`src/rtl/wb_stage_pipe.sv`:
```
// MEM/WB pipeline latch: result select, sub-word load extraction, zero-register
// write suppression, stall/flush control and a retired-instruction counter.
module wb_stage_pipe #(
  parameter int DATA_W     = 32,
  parameter int REG_AW     = 5,
  parameter int SUBWORD_EN = 1,
  parameter int ZERO_REG   = 1,
  parameter int CNT_W      = 16
) (
  input  logic              clk,
  input  logic              rst,
  input  logic              stall,
  input  logic              flush,
  input  logic              in_valid,
  input  logic [1:0]        src_sel,
  input  logic              reg_write_in,
  input  logic [1:0]        load_size,
  input  logic              load_unsigned,
  input  logic [1:0]        byte_off,
  input  logic [DATA_W-1:0] data_mem,
  input  logic [DATA_W-1:0] data_alu,
  input  logic [DATA_W-1:0] data_link,
  input  logic [REG_AW-1:0] regdst_in,
  output logic              wb_valid,
  output logic              reg_write,
  output logic [DATA_W-1:0] data_to_reg,
  output logic [REG_AW-1:0] regdst_out,
  output logic [CNT_W-1:0]  retired_cnt
);

  localparam logic [1:0] SRC_MEM  = 2'b01;
  localparam logic [1:0] SRC_LINK = 2'b10;
  localparam logic [1:0] SZ_BYTE  = 2'b01;
  localparam logic [1:0] SZ_HALF  = 2'b10;

  logic [DATA_W-1:0] load_data;
  logic [DATA_W-1:0] result;
  logic              zero_dst;
  logic              wr_next;
  logic              advance;
  logic              retire;

  // Lanes are little-endian; half loads ignore byte_off[0] since alignment is
  // enforced upstream. Reserved load_size 11 behaves as a word load.
  generate
    if (SUBWORD_EN != 0 && DATA_W >= 32) begin : g_subword
      logic [7:0]  byte_lane;
      logic [15:0] half_lane;
      always_comb begin
        case (byte_off)
          2'd0:    byte_lane = data_mem[7:0];
          2'd1:    byte_lane = data_mem[15:8];
          2'd2:    byte_lane = data_mem[23:16];
          default: byte_lane = data_mem[31:24];
        endcase
        half_lane = byte_off[1] ? data_mem[31:16] : data_mem[15:0];
        case (load_size)
          SZ_BYTE: load_data = {{(DATA_W-8){byte_lane[7] & ~load_unsigned}}, byte_lane};
          SZ_HALF: load_data = {{(DATA_W-16){half_lane[15] & ~load_unsigned}}, half_lane};
          default: load_data = data_mem;
        endcase
      end
    end else begin : g_word_only
      assign load_data = data_mem;
    end
  endgenerate

  always_comb begin
    case (src_sel)
      SRC_MEM:  result = load_data;
      SRC_LINK: result = data_link;
      default:  result = data_alu;
    endcase
  end

  assign zero_dst = (ZERO_REG != 0) && (regdst_in == '0);
  assign wr_next  = in_valid & reg_write_in & ~zero_dst;

  // Handshake: in_valid qualifies the MEM-stage fields; there is no ready.
  // stall holds the latch, flush invalidates it (flush wins over stall), and
  // a latched instruction retires whenever the latch moves on (flush or no stall).
  assign advance = flush | ~stall;
  assign retire  = wb_valid & advance;

  always_ff @(posedge clk) begin
    if (rst) begin
      wb_valid    <= 1'b0;
      reg_write   <= 1'b0;
      data_to_reg <= '0;
      regdst_out  <= '0;
      retired_cnt <= '0;
    end else begin
      if (retire) retired_cnt <= retired_cnt + CNT_W'(1);
      if (flush) begin
        wb_valid  <= 1'b0;
        reg_write <= 1'b0;
      end else if (!stall) begin
        wb_valid    <= in_valid;
        reg_write   <= wr_next;
        data_to_reg <= result;
        regdst_out  <= regdst_in;
      end
    end
  end

endmodule

```
`config.mk`:
```
export PLATFORM = sky130hd
export DESIGN_NAME = wb_stage_pipe
export DESIGN_NICKNAME = d
export VERILOG_FILES = /design/src/rtl/wb_stage_pipe.sv
export SDC_FILE = /design/constraint.sdc
export NUM_CORES = 1
export LEC_CHECK = 0
export CAP_MARGIN = 40
export CORE_ASPECT_RATIO = 2
export CORE_UTILIZATION = 37
export DETAILED_ROUTE_END_ITERATION = 6
export PLACE_DENSITY = 0.78
export SLEW_MARGIN = 20
export SYNTH_ARGS = -nofsm -noshare
export SYNTH_HDL_FRONTEND = slang
export SYNTH_SLANG_ARGS = --single-unit
```
`constraint.sdc`:
```
create_clock -name clk -period 1.8 [get_ports clk]
set_input_delay 0.36 -clock clk [delete_from_list [all_inputs] [get_ports clk]]
set_output_delay 0.36 -clock clk [all_outputs]
set_load 0.05 [all_outputs]
```
==> results.py, run 1 <==
metrics = {
    "detailed_routing": {
        "first_pass_iters": 5,
        "viasPerCell": 5.936,
        "drt_iter0_drc": 222,
        "post-route-drc-count": 0,
        "antenna_left": 0,
        "wl_per_cell_microns": 18.03,
        "via_count": 4298,
        "wl_microns": 13060,
    },
    "final_layout": {
        "nFillCells": 766,
        "largest_register_ffs": 32,
        "area_delta_synth_final_pct": 66.48,
        "diodes": 0,
        "fin_util": 0.6325,
        "nets": 741,
        "drive_gt1_frac": 0.2363,
    },
    "yosys": {
        "synth_area_per_cell_sq_um": 7.800,
        "yosys_warnings": 0,
        "synthFlopType": "dfxtp_1",
        "yosys.cell_count.top_type": "nand2_1",
        "syn-cell-area_sq_um": 3401,
        "synth_seq_area_share": 0.3238,
        "syn_inst": 436,
        "synth_area_leaders": "dfxtp_1, nand2_1, o22ai_1",
        "synth_top_cell_area_share": 0.3238,
        "synthDistinctLibCells": 51,
        "async_flop_share": 0,
        "synth_edf_count": 0,
        "synth_area_leader_cell": "dfxtp_1",
        "synth_common_cells": "nand2_1, dfxtp_1, o22ai_1",
        "ys_ff_latch": 55,
        "syn_nets": 555,
    },
    "sta": {
        "finalCriticalPeriod_ns": 1.747,
        "max_slew_margin": 0.5191,
        "period_share": 0.9708,
        "fin_worst_skew_ns": 0.003024,
        "rsz0062_at_grt": "no",
        "hold_violations": 0,
        "fmax_mhz": 572.3,
        "maxSlewViolCount": 0,
        "tightest_slew_ns": 0.7213,
        "setup_violations": 0,
    },
    "worst_hold_path": {
        "min_from": "regdst_out[4]$_SDFFE_PP0P_",
        "holdPathEnd": "regdst_out[4]$_SDFFE_PP0P_",
        "min_path_cells": 2,
        "holdCritPathClass": "reg2reg",
    },
    "pwr": {
        "combPwrFrac": 0.350,
        "seq_power_share": 0.369,
        "ir_worst_vdd_mv": 0.3909,
        "p_total_mw": 3.557,
        "p_sw_frac": 0.3210,
        "clock_power_share": 0.281,
        "p_leak_nw": 2.177,
        "p_switching_mw": 1.142,
        "powerDensity_nw_per_um2": 628.3,
        "p_int_mw": 2.416,
    },
    "global_route": {
        "track_usage": 0.2636,
        "grt_pass1_wl_microns": 20190,
        "antenna_found_initial": 0,
        "grt_max_degree": 59,
        "grt_pass1_vias": 4156,
        "gr-total-overflow": 0,
    },
    "floorplanning": {
        "start_util": 0.3799,
        "pin_count": 169,
        "row_count": 49,
        "core_sq_um": 8951,
        "dieArea_sq_um": 9602,
        "dieHeight_microns": 137.6,
        "die_x_microns": 69.79,
    },
    "setup_path": {
        "crit_path_top_delay_cell": "or4b_4",
        "r2r_end": "retired_cnt[15]$_SDFFE_PP0P_",
        "path_cells": "dlygate4sd2_1 -> inv_1 -> ha_2 -> or4b_4 -> a21oi_2 -> o21ai_4 -> clkbuf_16 -> o22ai_2",
        "rr_startpoint": "retired_cnt[6]$_SDFFE_PP0P_",
        "cpPeakStageDelay_ns": 0.48,
        "path_max_fanout": 8,
        "path_class": "in2reg",
        "reg2regPathDepth": 4,
        "reg2reg_slack_ns": 0.14,
        "cp-end-kind": "register",
        "cp_data_arrival_time_ns": 1.97,
        "worstSetupStartpointType": "input pin",
        "crit_required_ns": 2.02,
    },
    "cts": {
        "cts_made_buffers": 5,
        "path_clk_slew_ns": 0.07,
        "htree_levels": 2,
        "cts-root-buf": "clkbuf_16",
        "worstSkewPairLatency_ns": 0.29,
        "clock-sinks": 55,
        "cts_hold_buffers": 0,
        "cts_tree": "yes",
        "cts_setup_buffers": 0,
        "clockBufferDepth": 2,
    },
    "outcome": {
        "status": "completed",
    },
    "placement": {
        "io_buffers": 168,
        "routabilityCongestion": 0.8472,
        "hpwl_microns": 10030,
    },
    "flow_run": {
        "cap_violations": 0,
    },
}
per-layer routing:
layer | vias up | track usage | routed length [microns]
li1 | 2034 | - | -
met1 | 2009 | 0.2694 | 4687
met2 | 202 | 0.4931 | 6977
met3 | 53 | 0.03219 | 627
met4 | 0 | 0.1767 | 764
met5 | - | 0 | 0
cells in the final DEF (no fill, tap or decap), types with 3 or more instances in the layout:
master           instances
nor2_1                   8
o211ai_1                23
o22ai_2                 13
a21oi_1                 19
xor2_1                   3
dfxtp_1                 47
clkbuf_16                6
o221ai_1                 7
nand2b_1                 3
o21ai_0                 34
or3_1                    5
a21o_1                   8
dlygate4sd2_1            6
a222oi_1                 7
buf_12                  11
inv_1                   11
o22ai_1                 34
o31ai_1                  4
nand3_1                  5
o21ai_1                  4
mux2i_1                  9
a211oi_1                 3
nand2_1                 73
dfxtp_2                  8
nand4_1                  5
a31oi_1                  7
o32ai_1                  7
nor2b_1                  3
buf_4                   92
o22a_1                   7
clkdlybuf4s50_1        105
nor3_1                   3
or4_1                    4
metrics by stage:
stage	instances	worst slack [ns]	TNS (ns)	area, sq um	hold slack [ns]
3_3_place_gp	716	-0.3856	-14.54	5429	0.4519
6_report	724	0.05264	0	5662	0.4676
3_5_place_dp	716	-0.4619	-15.57	5429	0.4588
5_1_grt	724	0.01540	0	5662	0.4803
4_1_cts	723	0.06657	0	5627	0.4691
2_1_floorplan	436	-0.03432	-0.3789	3411	0.4318
layout make-up:
cell class / count / area [sq um] / share of cell area
inverters: 13 / 48.80 / 0.008619
repair buffers: 217 / 2057 / 0.3633
clock inverters: 1 / 5.005 / 0.0008840
flip-flops and latches: 55 / 1111 / 0.1962
well taps: 102 / 127.6 / 0.02254
clock buffers: 6 / 138.9 / 0.02453
multi-input cells: 330 / 2173 / 0.3839
how the worst max path moves through the flow:
stage,startpoint,slack [ns],depth (start not counted),endpoint
2_1_floorplan,src_sel[0],-0.03,8,data_to_reg[21]$_SDFFE_PP0P_
3_3_place_gp,load_size[0],-0.39,7,data_to_reg[0]$_SDFFE_PP0P_
3_5_place_dp,load_size[0],-0.46,7,data_to_reg[14]$_SDFFE_PP0P_
4_1_cts,byte_off[1],0.07,6,data_to_reg[20]$_SDFFE_PP0P_
5_1_grt,src_sel[1],0.02,8,data_to_reg[21]$_SDFFE_PP0P_
6_report,src_sel[1],0.05,8,data_to_reg[21]$_SDFFE_PP0P_
power by group through the flow:
| stage | logic, mW | clock network, mW | registers, mW |
|---|---|---|---|
| after floorplan | 0.412 | 0 | 1.53 |
| after global placement | 1.20 | 0 | 1.34 |
| after detailed placement | 1.22 | 0 | 1.34 |
| after CTS | 1.24 | 1.02 | 1.31 |
| after global routing | 1.32 | 1.05 | 1.32 |
| final | 1.25 | 0.998 | 1.31 |
kinds of logic (layout without fill, tap and decap cells):
logic type | Yosys count | in the layout | synth area share
AOI/OAI and AO/OA | 184 | 184 | 0.3790
muxes | 13 | 13 | 0.03974
and+or+nand+nor | 124 | 124 | 0.1692
buffers and inverters | 51 | 237 | 0.05960
xor gates and xnor gates | 4 | 4 | 0.01030
adders and majority gates | 5 | 5 | 0.01840
DFF | 55 | 55 | 0.3238
repair_timing:
action | 4_1_cts | 5_1_grt
gates cloned | 0 | 1
gates resized for setup | 17 | 2
setup endpoints to repair | 34 | 3
pin swaps | 4 | 1
critical path, delay by kind of cell:
kind	cells	cell delay [ns]
AOI/OAI and AO/OA	3	0.42
adders and majority gates	1	0.16
buffers and inverters	3	0.53
and+or+nand+nor	1	0.48
Power figures use the tool's default switching activity.
==> run 2: changes to the inputs <==
- HOLD_SLACK_MARGIN: unset -> 0.03
==> results of run 2 <==
Same layout as run 1: the final DEF is identical, and so are final timing and power.
==> run 3: changes to the inputs <==
- CORE_MARGIN: unset -> 5
==> run 3 against run 2 <==
Net effect: the run now ends with DRC left; combinational power is essentially flat; fmax increased by 0.53%; sequential power hardly changed; global-route usage is 3.5 points lower; total power grew 3.9%; sequential share of layout area hardly changed; first-iteration DRC count down 14%; critical endpoint is now retired_cnt[15]$_SDFFE_PP0P_; largest power group unchanged.
==> results.py, run 3 (synthesis results as in run 1) <==
metrics = {
    "detailed_routing": {
        "drt_iter0_drc": 191,
        "viasPerCell": 5.877,
        "post-route-drc-count": 1,
        "first_pass_iters": 7,
        "wl_microns": 13540,
        "antenna_left": 0,
        "wl_per_cell_microns": 18.73,
        "via_count": 4249,
    },
    "cts": {
        "htree_levels": 2,
        "cts_hold_buffers": 0,
        "clockBufferDepth": 2,
        "worstSkewPairLatency_ns": 0.29,
        "cts_tree": "yes",
        "clock-sinks": 55,
        "cts_made_buffers": 5,
        "cts-root-buf": "clkbuf_16",
        "path_clk_slew_ns": 0.07,
        "cts_setup_buffers": 0,
    },
    "final_layout": {
        "diodes": 0,
        "multi_input_area_sq_um": 2192,
        "layout_common_cells": "clkdlybuf4s50_1, buf_4, nand2_1, dfxtp_1, o22ai_1",
        "layout_commonest_cell": "clkdlybuf4s50_1",
        "area_delta_synth_final_pct": 66.26,
        "drive_gt1_frac": 0.2351,
        "fin_cells": 723,
        "nets": 739,
        "largest_register_ffs": 32,
        "nFillCells": 764,
        "regArea_sq_um": 1111,
    },
    "floorplanning": {
        "dieArea_sq_um": 11320,
        "core_sq_um": 9012,
        "die_x_microns": 77.79,
        "row_count": 49,
        "start_util": 0.3773,
        "pin_count": 169,
        "dieHeight_microns": 145.6,
    },
    "worst_hold_path": {
        "holdPathEnd": "regdst_out[3]$_SDFFE_PP0P_",
        "min_from": "regdst_out[3]$_SDFFE_PP0P_",
        "holdCritPathClass": "reg2reg",
        "min_path_cells": 2,
    },
    "pwr": {
        "ir_worst_vdd_mv": 0.4704,
        "powerDensity_nw_per_um2": 653.7,
        "p_leak_nw": 2.174,
    },
    "placement": {
        "hpwl_microns": 10580,
        "routabilityCongestion": 0.8471,
        "io_buffers": 168,
        "dp.cells": 714,
    },
    "sta": {
        "hold_violations": 0,
        "maxSlewViolCount": 0,
        "fmax_mhz": 575.3,
        "finalCriticalPeriod_ns": 1.738,
        "max_slew_margin": 0.5369,
        "fin_worst_skew_ns": 0.001298,
        "period_share": 0.9656,
        "setup_violations": 0,
        "rsz0062_at_grt": "no",
        "tightest_slew_ns": 0.6946,
        "finalSetupTns_ns": 0,
    },
    "setup_path": {
        "crit_required_ns": 2.02,
        "path_max_fanout": 10,
        "cpPeakStageDelay_ns": 0.49,
        "cp-end-kind": "register",
        "rr_startpoint": "retired_cnt[6]$_SDFFE_PP0P_",
        "path_cells": "clkdlybuf4s50_1 -> nand2b_1 -> nand4_1 -> buf_4 -> or4_1 -> a21oi_1",
        "crit_path_top_delay_cell": "clkdlybuf4s50_1",
        "path_class": "in2reg",
        "r2r_end": "retired_cnt[15]$_SDFFE_PP0P_",
        "cp_data_arrival_time_ns": 1.96,
        "worstSetupStartpointType": "input pin",
        "reg2regPathDepth": 4,
        "reg2reg_slack_ns": 0.14,
    },
    "global_route": {
        "antenna_found_initial": 0,
        "gr-total-overflow": 0,
        "grt_pass1_wl_microns": 20940,
        "grt_max_degree": 59,
        "track_usage": 0.2283,
        "grt_pass1_vias": 4198,
    },
    "outcome": {
        "violations": "DRC",
        "status": "finished, violations left",
    },
    "flow_run": {
        "cap_violations": 0,
    },
}
## run 3: cell count changes in the layout (fill, tap and decap cells not counted), moves of 2 or more
cell,previous run,this run
buf_12,11,7
dlygate4sd2_1,6,3
buf_4,92,94
clkdlybuf4s50_1,105,107
o22ai_2,13,11
o32ai_1,7,5
o32ai_2,0,2
## run 3: what timing repair did
item | CTS | global route
setup endpoints to repair | 32 | 28
pin swaps | 1 | 2
gates resized for setup | 13 | 8
gates cloned | 1 | 0
## run 3: routing by layer
metal | up-vias | track usage | share of wire
met5 | - | 0 | 0
met4 | 0 | 0.1231 | 0.046
met3 | 37 | 0.03036 | 0.062
met2 | 190 | 0.4263 | 0.54
met1 | 1993 | 0.2357 | 0.35
li1 | 2029 | - | -
## run 3: worst max path at each step
stage | startpoint | to | slack [ns]
finish | flush | retired_cnt[15]$_SDFFE_PP0P_ | 0.06
global route | flush | retired_cnt[10]$_SDFFE_PP0P_ | 0.002
CTS | load_size[0] | data_to_reg[1]$_SDFFE_PP0P_ | 0.004
detailed placement | src_sel[0] | data_to_reg[10]$_SDFFE_PP0P_ | -0.42
global placement | load_size[0] | data_to_reg[1]$_SDFFE_PP0P_ | -0.36
floorplan | src_sel[0] | data_to_reg[21]$_SDFFE_PP0P_ | -0.03
## run 3: cell type report
| cell class | instances | share of cell area |
|---|---|---|
| clock inverter | 2 | 0.006196 |
| multi-input combinational | 330 | 0.3877 |
| sequential | 55 | 0.1965 |
| clock buffer | 6 | 0.02456 |
| timing repair buffer | 215 | 0.3538 |
| tap | 102 | 0.02257 |
| inverter | 13 | 0.008630 |
## run 3: worst max-delay path: cells and delay by family
| family | cells | cell delay, ns |
|---|---|---|
| compound gates | 1 | 0.15 |
| simple gates | 3 | 0.77 |
| buf+inv | 2 | 0.68 |
## run 3: stage by stage
| stage | area [sq um] | util | power (mW) | worst slack, ns | hold WS [ns] |
|---|---|---|---|---|---|
| floorplan | 3411 | - | 1.941 | -0.03432 | 0.4318 |
| global placement | 5364 | 0.5952 | 2.520 | -0.3604 | 0.4483 |
| detailed placement | 5364 | 0.5952 | 2.538 | -0.4207 | 0.4528 |
| CTS | 5612 | 0.6227 | 3.716 | 0.004403 | 0.4627 |
| global route | 5654 | 0.6274 | 3.856 | 0.001817 | 0.4797 |
| finish | 5654 | 0.6274 | 3.696 | 0.06190 | 0.4579 |
## run 3: where the power goes
| part | internal [mW] | switching [mW] | leakage [nW] |
|---|---|---|---|
| clock | 0.693 | 0.461 | 0.0868 |
| combinational | 0.581 | 0.648 | 1.63 |
| sequential | 1.27 | 0.0382 | 0.453 |
| total | 2.55 | 1.15 | 2.17 |
